`src/rtl/mac_dot_ctrl.sv`:
```
// mac_dot_ctrl -- sequencer for a BF16 dot product on an external 2-stage MAC.
//
// A job reads len operand pairs from two memories, starting at base_a and base_b.
// The MAC accumulates the products, and the FP32 accumulator value is then offered
// through a valid/ready result handshake. Only one job is in flight at a time.
//
// Ports
//   clk, rst_n             clock (rising edge) and asynchronous active-low reset
//   start, len,            job request; sampled only when idle. The length and the
//   base_a, base_b         base addresses are latched together with start.
//   busy                   high whenever a job is in progress
//   rd_en,                 operand read strobe and read addresses; the memories
//   rd_addr_a, rd_addr_b   return data one cycle after rd_en
//   mac_en, mac_clear,     MAC control. mac_zero_op forces the MAC operands to zero
//   mac_zero_op            (external mux) during the drain cycle.
//   acc_in                 accumulator output of the MAC
//   res_valid, res_data,   result handshake. done pulses on the accepting cycle.
//   res_ready, done
module mac_dot_ctrl #(
  parameter int ADDR_W = 8,
  parameter int LEN_W  = 9,
  parameter int ACC_W  = 32
) (
  input  logic              clk,
  input  logic              rst_n,
  input  logic              start,
  input  logic [LEN_W-1:0]  len,
  input  logic [ADDR_W-1:0] base_a,
  input  logic [ADDR_W-1:0] base_b,
  output logic              busy,
  output logic              rd_en,
  output logic [ADDR_W-1:0] rd_addr_a,
  output logic [ADDR_W-1:0] rd_addr_b,
  output logic              mac_en,
  output logic              mac_clear,
  output logic              mac_zero_op,
  input  logic [ACC_W-1:0]  acc_in,
  output logic              res_valid,
  output logic [ACC_W-1:0]  res_data,
  input  logic              res_ready,
  output logic              done
);

  typedef enum logic [2:0] {
    S_IDLE, S_CLEAR, S_FETCH, S_LAST, S_FLUSH, S_OUT
  } state_t;

  state_t            state_q, state_d;
  logic [LEN_W-1:0]  len_q, len_d;
  logic [LEN_W-1:0]  idx_q, idx_d;
  logic [ADDR_W-1:0] base_a_q, base_a_d;
  logic [ADDR_W-1:0] base_b_q, base_b_d;
  logic              rden_q;
  logic [ADDR_W-1:0] idx_addr;

  // The index is truncated or extended to the address width, so addresses wrap
  // modulo 2^ADDR_W.
  assign idx_addr = ADDR_W'(idx_q);

  always_ff @(posedge clk or negedge rst_n) begin
    if (!rst_n) begin
      state_q  <= S_IDLE;
      len_q    <= '0;
      idx_q    <= '0;
      base_a_q <= '0;
      base_b_q <= '0;
      rden_q   <= 1'b0;
    end else begin
      state_q  <= state_d;
      len_q    <= len_d;
      idx_q    <= idx_d;
      base_a_q <= base_a_d;
      base_b_q <= base_b_d;
      rden_q   <= rd_en;
    end
  end

  always_comb begin
    state_d     = state_q;
    len_d       = len_q;
    idx_d       = idx_q;
    base_a_d    = base_a_q;
    base_b_d    = base_b_q;
    busy        = 1'b1;
    rd_en       = 1'b0;
    mac_clear   = 1'b0;
    mac_zero_op = 1'b0;
    res_valid   = 1'b0;
    res_data    = '0;
    done        = 1'b0;
    case (state_q)
      S_IDLE: begin
        busy = 1'b0;
        if (start) begin
          len_d    = len;
          base_a_d = base_a;
          base_b_d = base_b;
          state_d  = S_CLEAR;
        end
      end
      S_CLEAR: begin
        mac_clear = 1'b1;
        idx_d     = '0;
        state_d   = (len_q != '0) ? S_FETCH : S_OUT;
      end
      S_FETCH: begin
        rd_en = 1'b1;
        idx_d = idx_q + 1'b1;
        // len_q is nonzero in this state, so len_q-1 cannot underflow.
        if (idx_q == len_q - 1'b1) state_d = S_LAST;
      end
      S_LAST: begin
        state_d = S_FLUSH;
      end
      S_FLUSH: begin
        // Zero operands push the final product through the MAC's second stage.
        mac_zero_op = 1'b1;
        state_d     = S_OUT;
      end
      S_OUT: begin
        res_valid = 1'b1;
        res_data  = acc_in;
        if (res_ready) begin
          done    = 1'b1;
          state_d = S_IDLE;
        end
      end
      default: state_d = S_IDLE;
    endcase
  end

  // mac_en follows the read strobe by one cycle. That cycle is when read data
  // arrives, and it also covers LAST. In FLUSH, mac_en is forced on so that the
  // MAC pipeline drains.
  assign mac_en    = rden_q | (state_q == S_FLUSH);
  assign rd_addr_a = rd_en ? base_a_q + idx_addr : '0;
  assign rd_addr_b = rd_en ? base_b_q + idx_addr : '0;

endmodule

```
`config.mk`:
```
export PLATFORM = sky130hd
export DESIGN_NAME = mac_dot_ctrl
export DESIGN_NICKNAME = d
export VERILOG_FILES = /design/src/rtl/mac_dot_ctrl.sv
export SDC_FILE = /design/constraint.sdc
export NUM_CORES = 1
export LEC_CHECK = 0
export ABC_AREA = 0
export BUFFER_PORTS_ARGS = -buffer_cell sky130_fd_sc_hd__buf_2
export CAP_MARGIN = 40
export CORE_ASPECT_RATIO = 1.75
export CORE_MARGIN = 10
export CORE_UTILIZATION = 38
export CTS_CLUSTER_SIZE = 10
export DETAILED_ROUTE_END_ITERATION = 8
export PLACE_DENSITY = 0.66
export SLEW_MARGIN = 20
export SYNTH_ARGS = -nofsm -noshare
export SYNTH_HDL_FRONTEND = slang
export SYNTH_SLANG_ARGS = --single-unit
export TNS_END_PERCENT = 20
```
`constraint.sdc`:
```
create_clock -name clk -period 2.6 [get_ports clk]
set_input_delay 0.13 -clock clk [delete_from_list [all_inputs] [get_ports clk]]
set_output_delay 0.13 -clock clk [all_outputs]
set_load 0.03 [all_outputs]
```
==> out/qor.csv <==
stage,metric,value,unit
critical_path,crit-path max FO,3,
sta,actual slew at the worst max-slew pin,456.3,ps
place,hpwl dp,6.395,mm
global_routing,global-route wire length before repair,12.97,mm
synthesis,"Avg Cell Area, Syn",9.720,µm²
synthesis,"Distinct cells, synth",48,
power_and_ir_drop,leakage,2.005,nW
sta,Final Max Tran Viols,0,
global_routing,initial antenna violation count,0,
synthesis,fraction of registers with async set/reset,1.000,
floorplanning,io pins,116,
outcome,outcome,"finished, final reports clean",
floorplanning,Row Count,41,
critical_path,required time worst endpoint,2470,ps
synthesis,synth warn,0,
route,drt total wl,7.897,mm
sta,fmax,0.4042,GHz
route,DRT iter0 DRCs,105,
worst_hold_path,Worst Hold Class,input port to register,
clocking,"Setup Fix Bufs, Post-CTS",0,
synthesis,Area contributors post-synth,"dfrtp_1 34%, mux2_2 8.9%, and3_1 7.9%",
floorplanning,DIE WIDTH,84.54,µm
global_routing,vias in the first global route,2613,
synthesis,ys flop type,dfrtp_1,
clocking,"Reg clk slew, reported paths",60,ps
synthesis,post-synthesis sequential area ratio,0.3433,
sta,final number of setup-violating endpoints,0,
synthesis,Yosys top cell area share,0.3433,
floorplanning,die area,0.01124,mm²
synthesis,Post-Synthesis Cells,285,
critical_path,crit path kind,register to primary output,
finish,synthesis-to-layout area growth,29.49,%
sta,final worst-path cycle share,0.9514,
clocking,TritonCTS clock tree,built,
finish,"commonest non-fill, non-tap cell in the layout",buf_2,
floorplanning,core box area,0.007182,mm²
synthesis,Mapped Area,0.002770,mm²
critical_path,crit path DAT,2340,ps
clocking,H-tree level count,2,
critical_path,Crit. End Element,primary output,
finish,most frequent cells in the layout,"113 x buf_2, 37 x dfrtp_1, 35 x and3_1",
finish,"Core Util, Final",0.4995,
sta,final hold vios,0,
route,DR pass1 iterations,4,
route,vias,2528,
global_routing,GRT Total Usage,0.1405,
sta,Slew HR,0.6958,
finish,share of cells above drive strength 1,0.4110,
clocking,worst-case clock buffer depth,2,
floorplanning,Initial Util,0.3857,
route,DRC violations left,0,
synthesis,largest area contributor in the netlist,dfrtp_1,
clocking,Inserted Clock Buffers,5,
global_routing,largest net degree at the start of global routing,38,
place,RePlAce Congestion,0.7770,
clocking,clock latency on the worst-skew pair,290,ps
flow_run,number of max-cap violations,0,
route,post-route antenna net violation count,0,
floorplanning,Die Y-Extent,132.9,µm
finish,diodes inserted,0,
power_and_ir_drop,total power,3.838,mW
synthesis,#FFs+latches synth,38,
route,routed length per instance,16.28,µm
clocking,CTS Sinks,38,
critical_path,CP Launch Type,register,
clocking,Root Driver,clkbuf_16,
synthesis,Post-Syn Nets,364,
global_routing,gr ovfl total,0,
sta,worst clock skew,5.452,ps
power_and_ir_drop,pwr/cell area,1070,mW/mm²
route,Vias per Instance,5.212,
power_and_ir_drop,VDD IR-drop max,540.4,µV
place,Port Buffers,115,
finish,Final nets,478,
sta,RSZ-0062 raised after global routing,yes,
sta,Final min period,2474,ps
synthesis,"EDFF count, synth",0,
==> logic make-up after synthesis <==
family | after synthesis | synth area share
AND/OR/NAND/NOR | 106 | 0.2439
AO/OA/AOI/OAI | 50 | 0.1066
flip-flops | 38 | 0.3433
multiplexers | 30 | 0.1183
buffers and inverters | 25 | 0.04426
XOR/XNOR | 18 | 0.05691
adder cells (fa/ha/maj) | 18 | 0.08672
==> power by group <==
part,internal [mW],switching (mW),total (mW)
logic,0.903,1.25,2.16
clock network,0.351,0.238,0.589
registers,0.836,0.258,1.09
==> cell usage after synthesis, drive strengths merged, types with 2 or more instances <==
cell	count
dfrtp	38
and3	35
mux2	22
nand2	18
a21oi	16
ha	16
o21ai	16
nor2	13
xnor2	13
inv	11
nand3	9
clkbuf	8
mux2i	8
nand2b	8
buf	6
a21o	5
nor3b	5
o21bai	5
xor2	5
and2	4
nor4	4
fa	2
nand4	2
o21a	2
or2	2
or3	2
==> what timing repair did <==
action	CTS	global route
endpoints found under the setup margin	0	3
resized for setup	0	7
hold endpoints to repair	38	0
hold buffers	1	0
==> metal layers <==
layer | up-vias | track usage | share of wire
met4 | 0 | 0.06158 | 0.023
met2 | 103 | 0.2607 | 0.52
li1 | 1236 | - | -
met3 | 10 | 0.04917 | 0.090
met5 | - | 0 | 0
met1 | 1179 | 0.1327 | 0.36
==> path summary, 6_finish.rpt <==
path	startpoint	to	slack, ps	cells after the start
setup / recovery	idx_q[0]	rd_addr_a[6]	130	8
hold / removal	len[4]	len_q[4]	70	3
setup reg to reg	state_q[0]	idx_q[7]	720	7
hold reg to reg	idx_q[8]	idx_q[8]	500	1
max in group asynchronous	rst_n	idx_q[1]	1920	3
min in group asynchronous	rst_n	len_q[5]	240	2
==> state kept, by name, summed over array words and instances, names as in the netlist <==
signal	cells
len_q	9
rden_q	1
base_a_q	8
base_b_q	8
state_q	3
idx_q	9
==> critical path, cell delays in order, from the launching register on <==
cell and delay, ps:
dfrtp_1 390, ha_1 240, fa_1 430, a21o_1 190, a21oi_2 170, o21bai_1 90
a21oi_2 140, mux2i_1 190, clkbuf_4 210
==> through the flow <==
step / std cells / setup TNS [ps] / hold slack, ps / cell area [µm²] / worst slack [ps]
after global placement: 476 / 0 / 291.2 / 3407 / 350.3
after detailed placement: 477 / 0 / 7.764 / 3427 / 340.1
final: 485 / 0 / 66.08 / 3587 / 126.3
after global routing: 485 / -12.80 / 66.29 / 3587 / -12.80
after CTS: 485 / 0 / 63.80 / 3570 / 18.32
after floorplan: 285 / 0 / -165.6 / 2770 / 193.4
==> cell type report <==
type / count / area (µm²)
timing repair buffer: 121 / 640.6
sequential: 38 / 952.2
clock buffer: 7 / 132.6
inverter: 11 / 46.29
tap: 86 / 107.6
fill: 700 / 3595
multi-input combinational: 222 / 1708
No activity file was read; power rests on OpenSTA's default activity.
